--- src/rtl/matrix_dbuf.sv ---
// rtl/matrix_dbuf.sv - double-buffered row-scan frame store with async host write port
module matrix_dbuf #(
  parameter int ADDR_DEPTH = 4,
  parameter int CH_BITS    = 3,
  parameter int DATA_W     = 8,
  parameter int SCAN_DIV   = 1
) (
  input  logic                             clk_100mhz,
  input  logic                             reset,
  input  logic [DATA_W-1:0]                RPI_IO,
  input  logic                             write_strobe,
  input  logic                             frame_commit,
  input  logic                             scan_enable,
  output logic                             sync,
  output logic [ADDR_DEPTH-1:0]            row_addr,
  output logic [(2**CH_BITS)*DATA_W-1:0]   output_pin,
  output logic                             frame_pending,
  output logic                             overflow
);
  localparam int ROWS     = 2**ADDR_DEPTH;
  localparam int CHANNELS = 2**CH_BITS;
  localparam int ROW_W    = CHANNELS * DATA_W;
  localparam int PTR_W    = ADDR_DEPTH + CH_BITS;
  localparam int PS_W     = (SCAN_DIV > 1) ? $clog2(SCAN_DIV) : 1;

  logic [ROW_W-1:0] buf_a [ROWS];
  logic [ROW_W-1:0] buf_b [ROWS];

  logic ws_meta, ws_sync, ws_prev;
  logic fc_meta, fc_sync, fc_prev;
  logic [PTR_W-1:0] wr_ptr;
  logic full;
  logic front_b;
  logic [PS_W-1:0] prescaler;

  logic write_edge, commit_edge, write_ok, tick, wrap, swap;
  logic [ADDR_DEPTH-1:0] next_row;
  logic [ADDR_DEPTH-1:0] wr_row;
  logic [CH_BITS-1:0] wr_ch;
  logic [ROW_W-1:0] row_data;

  assign write_edge  = ws_sync & ~ws_prev;
  assign commit_edge = fc_sync & ~fc_prev;
  assign write_ok    = write_edge & ~frame_pending & ~full;
  assign wr_ch       = wr_ptr[CH_BITS-1:0];
  assign wr_row      = wr_ptr[PTR_W-1:CH_BITS];
  assign tick        = scan_enable && (prescaler == PS_W'(SCAN_DIV - 1));
  assign next_row    = row_addr + 1'b1;
  assign wrap        = tick && (row_addr == ADDR_DEPTH'(ROWS - 1));
  assign swap        = wrap && frame_pending;
  // On a swapping wrap the row loaded must come from the buffer that becomes front.
  assign row_data    = (front_b ^ swap) ? buf_b[next_row] : buf_a[next_row];

  // Buffer contents deliberately survive reset.
  always_ff @(posedge clk_100mhz) begin
    if (!reset && write_ok) begin
      if (front_b) buf_a[wr_row][wr_ch*DATA_W +: DATA_W] <= RPI_IO;
      else         buf_b[wr_row][wr_ch*DATA_W +: DATA_W] <= RPI_IO;
    end
  end

  always_ff @(posedge clk_100mhz) begin
    if (reset) begin
      ws_meta       <= 1'b0;
      ws_sync       <= 1'b0;
      ws_prev       <= 1'b0;
      fc_meta       <= 1'b0;
      fc_sync       <= 1'b0;
      fc_prev       <= 1'b0;
      wr_ptr        <= '0;
      full          <= 1'b0;
      front_b       <= 1'b0;
      prescaler     <= '0;
      sync          <= 1'b0;
      row_addr      <= '0;
      output_pin    <= '0;
      frame_pending <= 1'b0;
      overflow      <= 1'b0;
    end else begin
      ws_meta <= write_strobe;
      ws_sync <= ws_meta;
      ws_prev <= ws_sync;
      fc_meta <= frame_commit;
      fc_sync <= fc_meta;
      fc_prev <= fc_sync;
      sync    <= wrap;

      if (write_ok) begin
        wr_ptr <= wr_ptr + 1'b1;
        if (wr_ptr == {PTR_W{1'b1}}) full <= 1'b1;
      end
      if (write_edge && (frame_pending || full)) overflow <= 1'b1;

      if (commit_edge) begin
        if (frame_pending) overflow      <= 1'b1;
        else               frame_pending <= 1'b1;
      end

      if (tick) begin
        prescaler  <= '0;
        row_addr   <= next_row;
        output_pin <= row_data;
      end else if (scan_enable) begin
        prescaler <= prescaler + 1'b1;
      end

      // A commit landing on this same wrap sees pending still low, so it waits a frame.
      if (swap) begin
        front_b       <= ~front_b;
        frame_pending <= 1'b0;
        wr_ptr        <= '0;
        full          <= 1'b0;
      end
    end
  end
endmodule

--- config.mk ---
export PLATFORM = sky130hd
export DESIGN_NAME = matrix_dbuf
export DESIGN_NICKNAME = d
export VERILOG_FILES = /design/src/rtl/matrix_dbuf.sv
export SDC_FILE = /design/constraint.sdc
export NUM_CORES = 2
export LEC_CHECK = 0
export BUFFER_PORTS_ARGS = -buffer_cell sky130_fd_sc_hd__buf_2
export CAP_MARGIN = 20
export CORE_UTILIZATION = 63
export CTS_CLUSTER_SIZE = 10
export DETAILED_ROUTE_END_ITERATION = 8
export PLACE_DENSITY = 0.84
export SETUP_SLACK_MARGIN = 0.02
export SLEW_MARGIN = 20
export SYNTH_ARGS = -nofsm -noshare
export SYNTH_HDL_FRONTEND = slang
export SYNTH_SLANG_ARGS = --single-unit
--- constraint.sdc ---
create_clock -name clk_100mhz -period 3.6 [get_ports clk_100mhz]
set_input_delay 0.18 -clock clk_100mhz [delete_from_list [all_inputs] [get_ports clk_100mhz]]
set_output_delay 0.18 -clock clk_100mhz [all_outputs]
set_load 0.01 [all_outputs]
=== Yosys cells after proc, flatten, opt, wreduce, memory -nomap -nowiden ===
Memory sizes are Yosys's and may differ from the RTL's.
Index checks and enable logic that the tools add are counted.
Widths: inputs -> output; s select.

* Multiplexer cells: 10
* Bitwise logic cells: 11
* Shift operators: 2
* Reductions and logical operators: 10
* $add $sub $neg: 4
* Equal/unequal tests: 2

{| class="wikitable"
|+ Operator list
! cell !! number
|-
| $mux 64 || 3
|-
| $shift 8x34->64 const A || 1
|-
| $shiftx 8x34->64 || 1
|-
| $neg 6->34 || 1
|-
| $add 7x1->7 const B || 1
|-
| $eq 7x7->1 const B || 1
|-
| $mux 1 || 7
|-
| $not 1->1 || 6
|-
| $logic_and 1x1->1 || 5
|-
| $add 4x1->4 const B || 1
|-
| $and 1x1->1 || 4
|-
| $eq 4x4->1 const B || 1
|-
| $reduce_or 2->1 || 2
|-
| $reduce_and 2->1 || 1
|-
| $add 1x1->1 const B || 1
|-
| $logic_not 1->1 || 1
|-
| $logic_or 1x1->1 || 1
|-
| $xor 1x1->1 || 1
|}

* Output and inout bits: 71
* Word-level logic and storage cells: 56
* Memories: 2
* RAM bits: 2048
* Register bits: 87

{| class="wikitable"
|+ Memory list
! memory !! words !! width !! read ports !! clocked after Yosys merged registers in !! wr ports !! RTL line !! text
|-
| buf_a || 16 || 64 || 1 || 0 || 1 || 26 || <nowiki>logic [ROW_W-1:0] buf_a [ROWS];</nowiki>
|-
| buf_b || 16 || 64 || 1 || 0 || 1 || 27 || <nowiki>logic [ROW_W-1:0] buf_b [ROWS];</nowiki>
|}

=== Logic depth before layout (Yosys ltp) ===
* Depth in word-level cells: 7
* Mapped depth: 10

=== Worst setup path after synthesis ===
Ideal clock, no wire load.

* Kind: register to register
* Start: reg wr_ptr[0]
* End: mem buf_b[10][32] (netlist bit), enable pin
* Path buffers: 1
* Setup time: 370 ps
* Arrival time: 2484 ps
* Cell stages (with the launch flop): 10
* Path slack: 746 ps
* Path through: dfxtp_1 -> inv_1 -> ha_1 -> ha_1 -> nor2_1 -> o21ai_0 -> nor3b_1 -> nand2_1 -> clkbuf_1 -> nor2_1

* Cells in the longest elaborated chain, start to end: 3

{| class="wikitable"
|+ Ends and longest elaborated chain
! element !! RTL line !! text
|-
| start: declaration || 31 || <nowiki>logic [PTR_W-1:0] wr_ptr;</nowiki>
|-
| start signal: assignment || 89 || <nowiki>wr_ptr <= wr_ptr + 1'b1;</nowiki>
|-
| $neg 6->34 || 58 || <nowiki>else buf_b[wr_row][wr_ch*DATA_W +: DATA_W] <= RPI_IO;</nowiki>
|-
| $shift 8x34->64 || 58 ||
|-
| $mux 64 (implied by the code) || 58 ||
|-
| end: declaration || 27 ||
|}

No other way between the ends.

=== Final worst setup path ===
* Start: reg wr_ptr[0]
* End: mem buf_b[12][38] (netlist bit), enable pin

Same word-level chain as after synthesis.

==> impl_metrics.ini <==
[placement]
dp.cells = 6340
dp_hpwl_um = 123200
gp_congestion = 0.9213
place_ws_ns = 0.2608
io_buffers = 83

[global_routing]
antenna_found_initial = 5
grt_pass1_wl_um = 310800
grt_pass1_vias = 47180
grt_usage_pct = 32.53
grt_max_degree = 134
gr-total-overflow = 0

[final_layout]
final_common_cell = edfxtp_1
fillers = 6865
drive_above_1_share_pct = 21.70
final-instance-count-excl-fill = 6777
layout.nets = 4862
area_growth_pct = 14.11
mostFrequentLayoutCells = 2048 x edfxtp_1, 376 x mux2i_1, 352 x buf_4

[detailed_routing]
viasPerCell = 6.858
route.detailed.drc = 0
routed_wl_um = 212900
dr.pass1.iters = 8
vias = 46480
route.met3.wl_um = 28620
drt_iter0_markers = 7703
met1_length_um = 71690
ant_nets = 0
wl_met2_um = 100800
routedWlPerCell_um = 31.42
routed.top_layer = met5

[critical_path]
r2r_cells = 9
r2r_setup_slack_ns = 0.09
crit_arrival_ns = 4.01
rr_startpoint = wr_ptr[0]
critPathMaxFanout = 16
cp-end-kind = flop
cp-start-kind = flop
reg2reg_to = buf_b[12][38]
required_ns = 4.09
crit_type = flop to flop

[clock_tree]
htreeDepth = 4
clockBufferDepth = 3
clk_pin_slew_ns = 0.06
postCtsSetupRepairBufs = 0
insertion_delay_ns = 0.86
cts_made_buffers = 232
clock_sinks = 2135
cts_tree = built
cts_root_buf = clkbuf_16

[floorplanning]
core_area_um2 = 129800
die_h_um = 364.3
io_pins = 84
start_util_pct = 63.71
num_rows = 132
dieArea_um2 = 132700
dieWidth_um = 364.3

[logic_synthesis]
yosysWarnings = 0
netlist_instances = 4429
yosysSeqAreaShare_pct = 76.47
syn-cell-area_um2 = 82700
synth_seq_cells = 2135
ys_types = 39
syn_avg_cell_area_um2 = 18.67
syn_nets = 4446

[worst_hold_path]
hold_class = primary input to flop
whs_path_depth = 3
min_to = buf_a[12][19]
hold_start = RPI_IO[3]

[pwr]
p_total_mw = 52.46
p_leak_nw = 30.97
vdd.ir_drop.worst_v = 0.0005032
power-per-cell-area_nw_per_um2 = 555.9

[sta]
rsz0062_at_grt = no
finalWorstSetupSlack_ns = 0.08554
drv_slew = 0
clock-skew-final_ns = 0.05857
fin_tns_setup_ns = 0
finalHoldViolations = 0
setup_violations = 0
relSlewSlack_pct = 22.61
post-route-min-period_ns = 3.514
fmax_ghz = 0.2845
post-route-period-util_pct = 97.62
worst_pin_slew_ns = 1.145

[job]
maxCapViolations = 0

[outcome]
status = completed
-- registers in the layout, indices dropped and copies added (netlist names), 4 cells and up --
signal,cells
buf_a,1024
wr_ptr,7
buf_b,1024
output_pin,64
row_addr,4
-- cell usage after synthesis (all sizes together) --
cell type | number | area share [%]
a211oi | 62 | 0.56
a21o | 1 | 0.0091
a21oi | 8 | 0.048
a221oi | 125 | 1.3
a222oi | 62 | 0.75
a22oi | 63 | 0.57
a31oi | 1 | 0.0076
and2 | 97 | 0.73
and3 | 2 | 0.015
buf | 82 | 0.48
clkbuf | 208 | 0.94
dfxtp | 87 | 2.1
edfxtp | 2048 | 74
ha | 4 | 0.061
inv | 6 | 0.027
mux2 | 2 | 0.027
mux2i | 376 | 4.6
mux4 | 325 | 8.9
nand2 | 291 | 1.3
nand2b | 8 | 0.061
nand3 | 13 | 0.079
nand3b | 4 | 0.036
nand4 | 6 | 0.045
nor2 | 382 | 1.7
nor2b | 11 | 0.083
nor3 | 2 | 0.012
nor3b | 3 | 0.027
nor4b | 2 | 0.021
o211ai | 1 | 0.0091
o21ai | 69 | 0.42
o21bai | 1 | 0.0091
o221ai | 1 | 0.011
o31ai | 62 | 0.56
or3 | 3 | 0.023
xnor2 | 5 | 0.053
xor2 | 6 | 0.064
-- report_power, final --
group          leakage, nW  switching [mW]  internal [mW]
sequential            19.7          0.0893           27.0
clock                 3.19            9.29           12.2
combinational         8.13            2.23           1.66
total                 31.0            11.6           40.9
-- worst max-delay path by stage --
stage | end | start
final | buf_b[12][38] | wr_ptr[0]
after detailed placement | buf_b[14][7] | wr_ptr[0]
after global routing | output_pin[7] | row_addr[2]
after CTS | buf_b[14][7] | wr_ptr[0]
after floorplan | buf_b[10][32] | wr_ptr[0]
after global placement | buf_b[14][3] | wr_ptr[0]
-- cells by family after synthesis --
logic type	after synthesis	share of synthesized area [%]
AOI/OAI and AO/OA	456	4.283
xor gates and xnor gates	11	0.1165
adders and majority gates	4	0.06052
buffers and inverters	296	1.449
DFF	2135	76.47
muxes	703	13.43
and+or+nand+nor	824	4.191
-- routing by layer --
metal	vias to the layer above	track usage (%)
met1	23190	42.85
met3	695	8.617
li1	18690	-
met5	-	0
met4	8	16.31
met2	3897	50.77
-- worst max-delay path, stage by stage, from the launching register on --
cell	delay (ns)
dfxtp_1	0.46
inv_1	0.12
ha_1	0.22
ha_1	0.22
nor2_1	0.13
o21ai_0	0.18
nor3b_1	0.37
buf_4	0.22
nand2_1	0.47
nor2_1	0.75
-- per-stage QoR --
step / hold slack (ns) / utilization [%] / area, µm²
after CTS: 0.02526 / 72.69 / 94360
after global routing: 0.09186 / 72.69 / 94360
final: 0.09739 / 72.69 / 94360
after global placement: 0.4179 / 67.39 / 87480
after floorplan: 0.2561 / - / 82700
after detailed placement: 0.4241 / 67.39 / 87480
-- repair_timing --
item | 4_1_cts | 5_1_grt
hold buffers | 13 | 0
endpoints found under the setup margin | 0 | 75
gates resized for setup | 0 | 1
endpoints found under the hold margin | 99 | 0
-- final cells by class --
| cell class | instances | area (µm²) | area share, % |
|---|---|---|---|
| inverters | 6 | 22.52 | 0.02387 |
| flip-flops and latches | 2135 | 63240 | 67.02 |
| well taps | 1742 | 2180 | 2.310 |
| multi-input cells | 1998 | 18500 | 19.60 |
| clock buffers | 408 | 6509 | 6.897 |
| clock inverters | 14 | 239.0 | 0.2533 |
| repair buffers | 472 | 3669 | 3.888 |
| diodes | 2 | 5.005 | 0.005304 |
(Power assumes the default switching activity.)
